File: src/rtl/prv_trap_sequencer.sv
// Trap/return sequencer: captures the highest-priority exception or interrupt (or an mret),
// waits for the pipeline to drain, then issues a one-cycle PC redirect.
module prv_trap_sequencer #(
    parameter int NUM_EXC   = 16,
    parameter int NUM_INT   = 12,
    parameter int DRAIN_MAX = 15
) (
    input  logic               CLK,
    input  logic               RST,
    input  logic [NUM_EXC-1:0] exc_valid,
    input  logic [31:0]        exc_epc,
    input  logic [31:0]        exc_badaddr,
    input  logic [NUM_INT-1:0] int_pending,
    input  logic [NUM_INT-1:0] int_enable,
    input  logic               mie,
    input  logic               mret,
    input  logic               pipe_clear,
    input  logic [31:0]        xtvec,
    input  logic [31:0]        xepc_r,
    output logic               insert_pc,
    output logic [31:0]        priv_pc,
    output logic               intr,
    output logic               trap_commit,
    output logic [31:0]        cause,
    output logic [31:0]        epc,
    output logic [31:0]        badaddr,
    output logic               busy,
    output logic               drain_timeout,
    output logic [1:0]         state_dbg
);

    localparam int SRC_MAX = (NUM_EXC > NUM_INT) ? NUM_EXC : NUM_INT;
    localparam int IDX_W   = (SRC_MAX > 1) ? $clog2(SRC_MAX) : 1;
    localparam int CNT_W   = (DRAIN_MAX > 0) ? $clog2(DRAIN_MAX + 1) : 1;

    typedef enum logic [1:0] {
        IDLE     = 2'd0,
        DRAIN    = 2'd1,
        REDIRECT = 2'd2
    } state_t;

    // Handshake: requests are level inputs sampled only while IDLE; insert_pc is a
    // single-cycle strobe with no back-pressure, priv_pc is meaningful only alongside it.

    state_t             state, state_next;
    logic [CNT_W-1:0]   cnt;
    logic [IDX_W-1:0]   cause_idx;
    logic               is_ret;

    logic               exc_hit, int_hit;
    logic [IDX_W-1:0]   exc_idx, int_idx;
    logic [NUM_INT-1:0] int_req;
    logic               drain_done;

    assign int_req = int_pending & int_enable & {NUM_INT{mie}};

    // Lowest set index wins: scan downward so the last assignment is the lowest.
    always_comb begin
        exc_hit = 1'b0;
        exc_idx = '0;
        for (int i = NUM_EXC - 1; i >= 0; i--) begin
            if (exc_valid[i]) begin
                exc_hit = 1'b1;
                exc_idx = IDX_W'(i);
            end
        end
    end

    always_comb begin
        int_hit = 1'b0;
        int_idx = '0;
        for (int i = NUM_INT - 1; i >= 0; i--) begin
            if (int_req[i]) begin
                int_hit = 1'b1;
                int_idx = IDX_W'(i);
            end
        end
    end

    assign drain_done = pipe_clear || (cnt == CNT_W'(DRAIN_MAX));

    always_ff @(posedge CLK or posedge RST) begin
        if (RST) begin
            state <= IDLE;
        end else begin
            state <= state_next;
        end
    end

    always_comb begin
        state_next  = state;
        insert_pc   = 1'b0;
        trap_commit = 1'b0;
        priv_pc     = 32'd0;
        case (state)
            IDLE: begin
                if (exc_hit || int_hit || mret) begin
                    state_next = DRAIN;
                end
            end
            DRAIN: begin
                if (drain_done) begin
                    state_next = REDIRECT;
                end
            end
            REDIRECT: begin
                state_next = IDLE;
                insert_pc  = 1'b1;
                if (is_ret) begin
                    priv_pc = xepc_r;
                end else begin
                    trap_commit = 1'b1;
                    // Only mode 1 vectors; reserved modes fall back to the direct base.
                    priv_pc = {xtvec[31:2], 2'b00};
                    if (intr && (xtvec[1:0] == 2'b01)) begin
                        priv_pc = {xtvec[31:2], 2'b00} + (32'(cause_idx) << 2);
                    end
                end
            end
            default: begin
                state_next = IDLE;
            end
        endcase
    end

    always_ff @(posedge CLK or posedge RST) begin
        if (RST) begin
            cnt           <= '0;
            cause_idx     <= '0;
            intr          <= 1'b0;
            epc           <= 32'd0;
            badaddr       <= 32'd0;
            is_ret        <= 1'b0;
            drain_timeout <= 1'b0;
        end else begin
            case (state)
                IDLE: begin
                    cnt <= '0;
                    if (exc_hit) begin
                        cause_idx <= exc_idx;
                        intr      <= 1'b0;
                        epc       <= exc_epc;
                        badaddr   <= exc_badaddr;
                        is_ret    <= 1'b0;
                    end else if (int_hit) begin
                        cause_idx <= int_idx;
                        intr      <= 1'b1;
                        epc       <= exc_epc;
                        badaddr   <= 32'd0;
                        is_ret    <= 1'b0;
                    end else if (mret) begin
                        // A return leaves the captured trap record untouched.
                        is_ret <= 1'b1;
                    end
                end
                DRAIN: begin
                    cnt <= cnt + CNT_W'(1);
                    if (!pipe_clear && (cnt == CNT_W'(DRAIN_MAX))) begin
                        drain_timeout <= 1'b1;
                    end
                end
                default: begin
                    cnt <= '0;
                end
            endcase
        end
    end

    assign cause     = {intr, 31'(cause_idx)};
    assign busy      = (state != IDLE);
    assign state_dbg = state;

endmodule

File: config.mk
export PLATFORM = sky130hd
export DESIGN_NAME = prv_trap_sequencer
export DESIGN_NICKNAME = d
export VERILOG_FILES = /design/src/rtl/prv_trap_sequencer.sv
export SDC_FILE = /design/constraint.sdc
export NUM_CORES = 1
export LEC_CHECK = 0
export CORE_AREA = 2 2 118 120
export CTS_BUF_LIST = sky130_fd_sc_hd__clkbuf_4 sky130_fd_sc_hd__clkbuf_8
export CTS_CLUSTER_DIAMETER = 30
export DETAILED_ROUTE_END_ITERATION = 12
export DIE_AREA = 0 0 120 122
export PLACE_DENSITY = 0.83
export SYNTH_ARGS = -nofsm -noshare
export SYNTH_HDL_FRONTEND = slang
export SYNTH_SLANG_ARGS = --single-unit
File: constraint.sdc
create_clock -name CLK -period 5.9 [get_ports CLK]
set_clock_uncertainty 0.1 [all_clocks]
set_input_delay 1.475 -clock CLK [delete_from_list [all_inputs] [get_ports CLK]]
set_output_delay 1.475 -clock CLK [all_outputs]
set_load 0.02 [all_outputs]
After elaboration in Yosys (flattened, before gate mapping)
Index checks and enable logic that the tools add are counted.

word-level totals
  flip-flop bits (word level) = 77
  bits of input ports = 173

cells by class
  add/sub/neg operators = 2
  equality and inequality tests = 6
  muxes and demuxes = 77
  bitwise logic cells = 2
  reductions and logical operators = 14

operator list
  kind                   number
  $mux W32               7
  $mux W4                31
  $mux W1                36
  $add A32 B6 Y32        1
  $and A12 B12 Y12       2
  $reduce_and A2 Y1      4
  $add A4 B1 Y4 const B  1
  $eq A2 B1 Y1 const B   2
  $eq A4 B4 Y1 const B   1
  $mux W2                2
  $ne A2 B2 Y1 const B   2
  $pmux W2 S2            1
  $reduce_bool A2 Y1     2
  $logic_or A1 B1 Y1     3
  $reduce_bool A3 Y1     1
  $eq A2 B2 Y1 const B   1
  $logic_and A1 B1 Y1    2
  $logic_not A2 Y1       1
  $logic_not A1 Y1       1

Logic depth before layout (Yosys ltp)
Gate-level depths: netlist (run 1).

  word-level depth = 20
  mapped depth = 8

Worst setup path after synthesis (run 1)
No wires, ideal clock.

  path type = in2out
  start point = in xtvec[2]
  end point = out priv_pc[8]
  arrival = 3.539 ns
  required time = 4.325 ns
  setup slack = 0.786 ns
  stages on the path = 8
  path buffers = 1
  path through = ha_1 -> fa_1 -> a21o_1 -> a21oi_1 -> clkbuf_1 -> nor3b_1 -> xnor2_1 -> a211oi_1

on the way
  cells in the longest elaborated chain, start to end = 4

RTL lines
  what             RTL line  RTL
  start, declared  18        input logic [31:0] xtvec,
  $add A32 B6 Y32  116       priv_pc = {xtvec[31:2], 2'b00} + (32'(cause_idx) << 2);
  $mux W32         115       if (intr && (xtvec[1:0] == 2'b01)) begin
  $mux W32         109       if (is_ret) begin
  $mux W32         95        case (state)
  end, declared    21        output logic [31:0] priv_pc,

Every way passes these cells.

Worst setup path in the final report (run 1)
  start point = in xtvec[2]
  end point = out priv_pc[30]

Same word-level chain as after synthesis.

==> results of run 1 <==
cell type report:
class / instances / area share
timing repair buffer: 300 / 0.380
multi-input combinational: 348 / 0.310
sequential: 77 / 0.244
tap: 180 / 0.0286
clock buffer: 10 / 0.0175
clock inverter: 6 / 0.0119
inverter: 15 / 0.00730
worst min-delay path by stage:
stage               slack, ns  cells past startpoint  endpoint   start
CTS                      0.37                      1    cnt[0]  cnt[0]
global placement         0.35                      1    cnt[0]  cnt[0]
floorplan                0.33                      1    cnt[0]  cnt[0]
global route             0.39                      1    cnt[0]  cnt[0]
finish                   0.37                      1    cnt[0]  cnt[0]
detailed placement       0.36                      1    cnt[0]  cnt[0]
cells by family (layout without fill, tap and decap cells):
| group | Yosys count | after routing | synth area share |
|---|---|---|---|
| compound gates | 137 | 137 | 0.207 |
| xor+xnor | 21 | 21 | 0.0395 |
| fa+ha+maj | 6 | 6 | 0.0178 |
| buf+inv | 70 | 331 | 0.0863 |
| flops | 77 | 77 | 0.414 |
| mux | 32 | 32 | 0.0775 |
| other cells | 1 | 27 | 0.000806 |
| simple gates | 125 | 125 | 0.157 |
flip-flops by register name, indices dropped and copies added (netlist names):
signal,flops
intr,1
state_dbg,2
is_ret,1
cnt,4
drain_timeout,1
epc,32
badaddr,32
cause_idx,4
metal layers:
layer,GRT usage,vias up,part of all wire
met5,0,-,0
met3,0.0861,26,0.11
met4,0.0713,0,0.025
li1,-,2242,-
met1,0.207,2206,0.36
met2,0.381,229,0.51
cell usage in the layout (no fill, tap or decap), types with 6 or more instances in the layout:
cell	n
nand3_1	11
dfrtp_1	77
nand2_1	23
a22o_1	36
nor2_1	26
buf_4	18
a21oi_1	31
mux2_2	30
nor4_1	8
nand2b_1	7
clkbuf_8	10
clkdlybuf4s50_1	268
and3_1	6
o21ai_0	30
dlymetal6s2s_1	9
xnor2_1	20
conb_1	27
inv_1	13
power groups by stage:
stage	sequential [mW]	combinational, mW	clock (mW)
floorplan	1.22	0.746	0
detailed placement	0.946	1.91	0
finish	0.943	1.90	0.457
global route	0.975	2.02	0.497
CTS	0.945	1.91	0.472
global placement	0.938	1.89	0
through the flow:
stage / TNS, ns / instance area (µm²) / std cells / hold slack [ns]
2_1_floorplan: 0 / 4750 / 495 / 0.333
3_3_place_gp: -0.0319 / 7610 / 920 / 0.349
3_5_place_dp: -0.176 / 7610 / 920 / 0.358
4_1_cts: 0 / 7840 / 936 / 0.370
5_1_grt: 0 / 7880 / 936 / 0.394
6_report: 0 / 7880 / 936 / 0.371
repair_timing:
item,in CTS,in global routing
pin swaps,0,0
hold buffers,0,0
buffers inserted,0,0
setup endpoints to repair,3,11
hold endpoints to repair,0,0
gates resized for setup,3,13
==> key figures, run 1 <==
Synthesis
  • FF+latch count, synth: 77
  • Async S/R FF share, synth: 1.00
  • Commonest cells in the synthesized netlist: 77 x dfrtp_1, 36 x a22o_1, 31 x a21oi_1
  • Synth top area share: 0.414
  • Synth Instances: 469
  • Avg Inst Size Synth: 9.92 µm²
  • Synth area leader: dfrtp_1
  • Seq/Total Area, Yosys: 0.414
  • Mapped cell area: 4650 µm²
  • Synth cell types: 57
  • Dominant synthesized flop cell: dfrtp_1
  • YS warnings: 0
  • Most frequent cell after synthesis: dfrtp_1
  • Post-synth EDFFs: 0
  • Top cells by area, synth: dfrtp_1 41%, mux2_2 7.3%, a22o_1 6.8%

STA
  • Final period utilization: 0.981
  • Final hold violations: 0
  • Worst slew margin: 0.462
  • RSZ-0062 raised after global routing: false
  • Slew Limit Fails: 0
  • Worst-margin pin slew: 0.806 ns
  • Final worst slack: 0.114 ns
  • Min Tclk post-route: 5.79 ns
  • FMAX: 173 MHz
  • Final setup violation count: 0

Power and ir drop
  • P_sw: 1.31 mW
  • Comb power frac: 0.575
  • Switching share of total power: 0.398
  • Clock network fraction of total power: 0.139
  • PwrDens: 418 nW/µm²
  • Int Power: 1.98 mW
  • Sequential share of power: 0.286
  • Maximum vdd drop: 0.278 mV
  • Total power: 3.30 mW
  • Leakage power: 3.33 nW

Placed design
  • Dpl hpwl: 12.5 mm
  • Pre-CTS WS: -0.0656 ns
  • Port Buf Inserts: 280
  • Routability cong.: 0.864

Setup path
  • Worst setup startpoint: xtvec[2]
  • Startpoint Class: input pin
  • Slowest cell on the critical path: or4_1
  • Crit Reg-Reg Endpoint: epc[26]
  • CP Capture Type: output port
  • WP depth: 11
  • Flop-to-flop setup slack: 3.90 ns
  • Worst EP arrival: 4.21 ns
  • Worst setup endpoint: priv_pc[30]
  • Crit-path leading delay family: buffers and inverters
  • Worst Path Required: 4.32 ns
  • Crit path buf inv count: 4
  • Most frequent CP cell: buf_4
  • Worst path max stage delay: 0.54 ns
  • Critical path class: in -> out
  • CP cell instances: clkdlybuf4s50_1 -> ha_1 -> fa_1 -> a21o_1 -> a21oi_1 -> buf_4 -> or4_1 -> buf_4 -> o21a_1 -> o311a_1 -> dlygate4sd2_1
  • Reg2reg path depth: 4
  • Reg2reg start: state_dbg[0]
  • CP max FO: 5

Floorplan
  • Die Footprint: 14600 µm²
  • Width of the die: 120 µm
  • Row Count: 43
  • Starting Density: 0.344
  • Ports: 308
  • Core area: 13500 µm²
  • Die Ht: 122 µm

CTS
  • Worst skew pair latency: 0.34 ns
  • H-tree level count: 3
  • Root Driver: clkbuf_8
  • Clock-pin slew on the worst setup and hold paths: 0.08 ns
  • Clock Tree Buf Depth: 2
  • # clock sinks: 77
  • Inserted Clock Buffers: 9
  • TritonCTS clock tree: done

Routing
  • DRC viols: 0
  • WL/cell: 16.8 µm
  • Vias: 4703
  • Vias per cell: 5.02
  • Drt pass-1 iters: 7
  • Final antenna-violating net count: 0
  • Total Wirelength: 15.7 mm
  • Initial DRC count: 160

Finish
  • Ratio of cells with drive above 1 in the final layout: 0.103
  • Number of fill cells in the layout: 1129
  • Register Area: 1930 µm²
  • ANT cells: 0
  • Area of the multi-input gates: 2440 µm²
  • Final #Nets: 930
  • Layout area overhead: 69.4%
  • Final Util: 0.584

Min path
  • Worst min-delay path class: reg -> reg

Run
  • # Max-Cap Violations: 0

Global routing
  • Antenna violations before repair: 0
  • First-pass GRT wire length: 23.8 mm
  • Number of global-route vias before repair: 4647
  • Overall global routing resource usage: 0.206
  • Pin count of the biggest net entering global routing: 65
  • Total grt overflow: 0

Run status
  • Outcome: finished, final reports clean
Note: power is estimated with default switching activity, not from simulation.
==> run 2, diff against run 1 <==
Settings changed: CTS_CLUSTER_DIAMETER 30 to 120, CTS_CLUSTER_SIZE set to 12.
==> results of run 2 <==
Same layout as run 1: the final DEF is identical, and so are final timing and power.
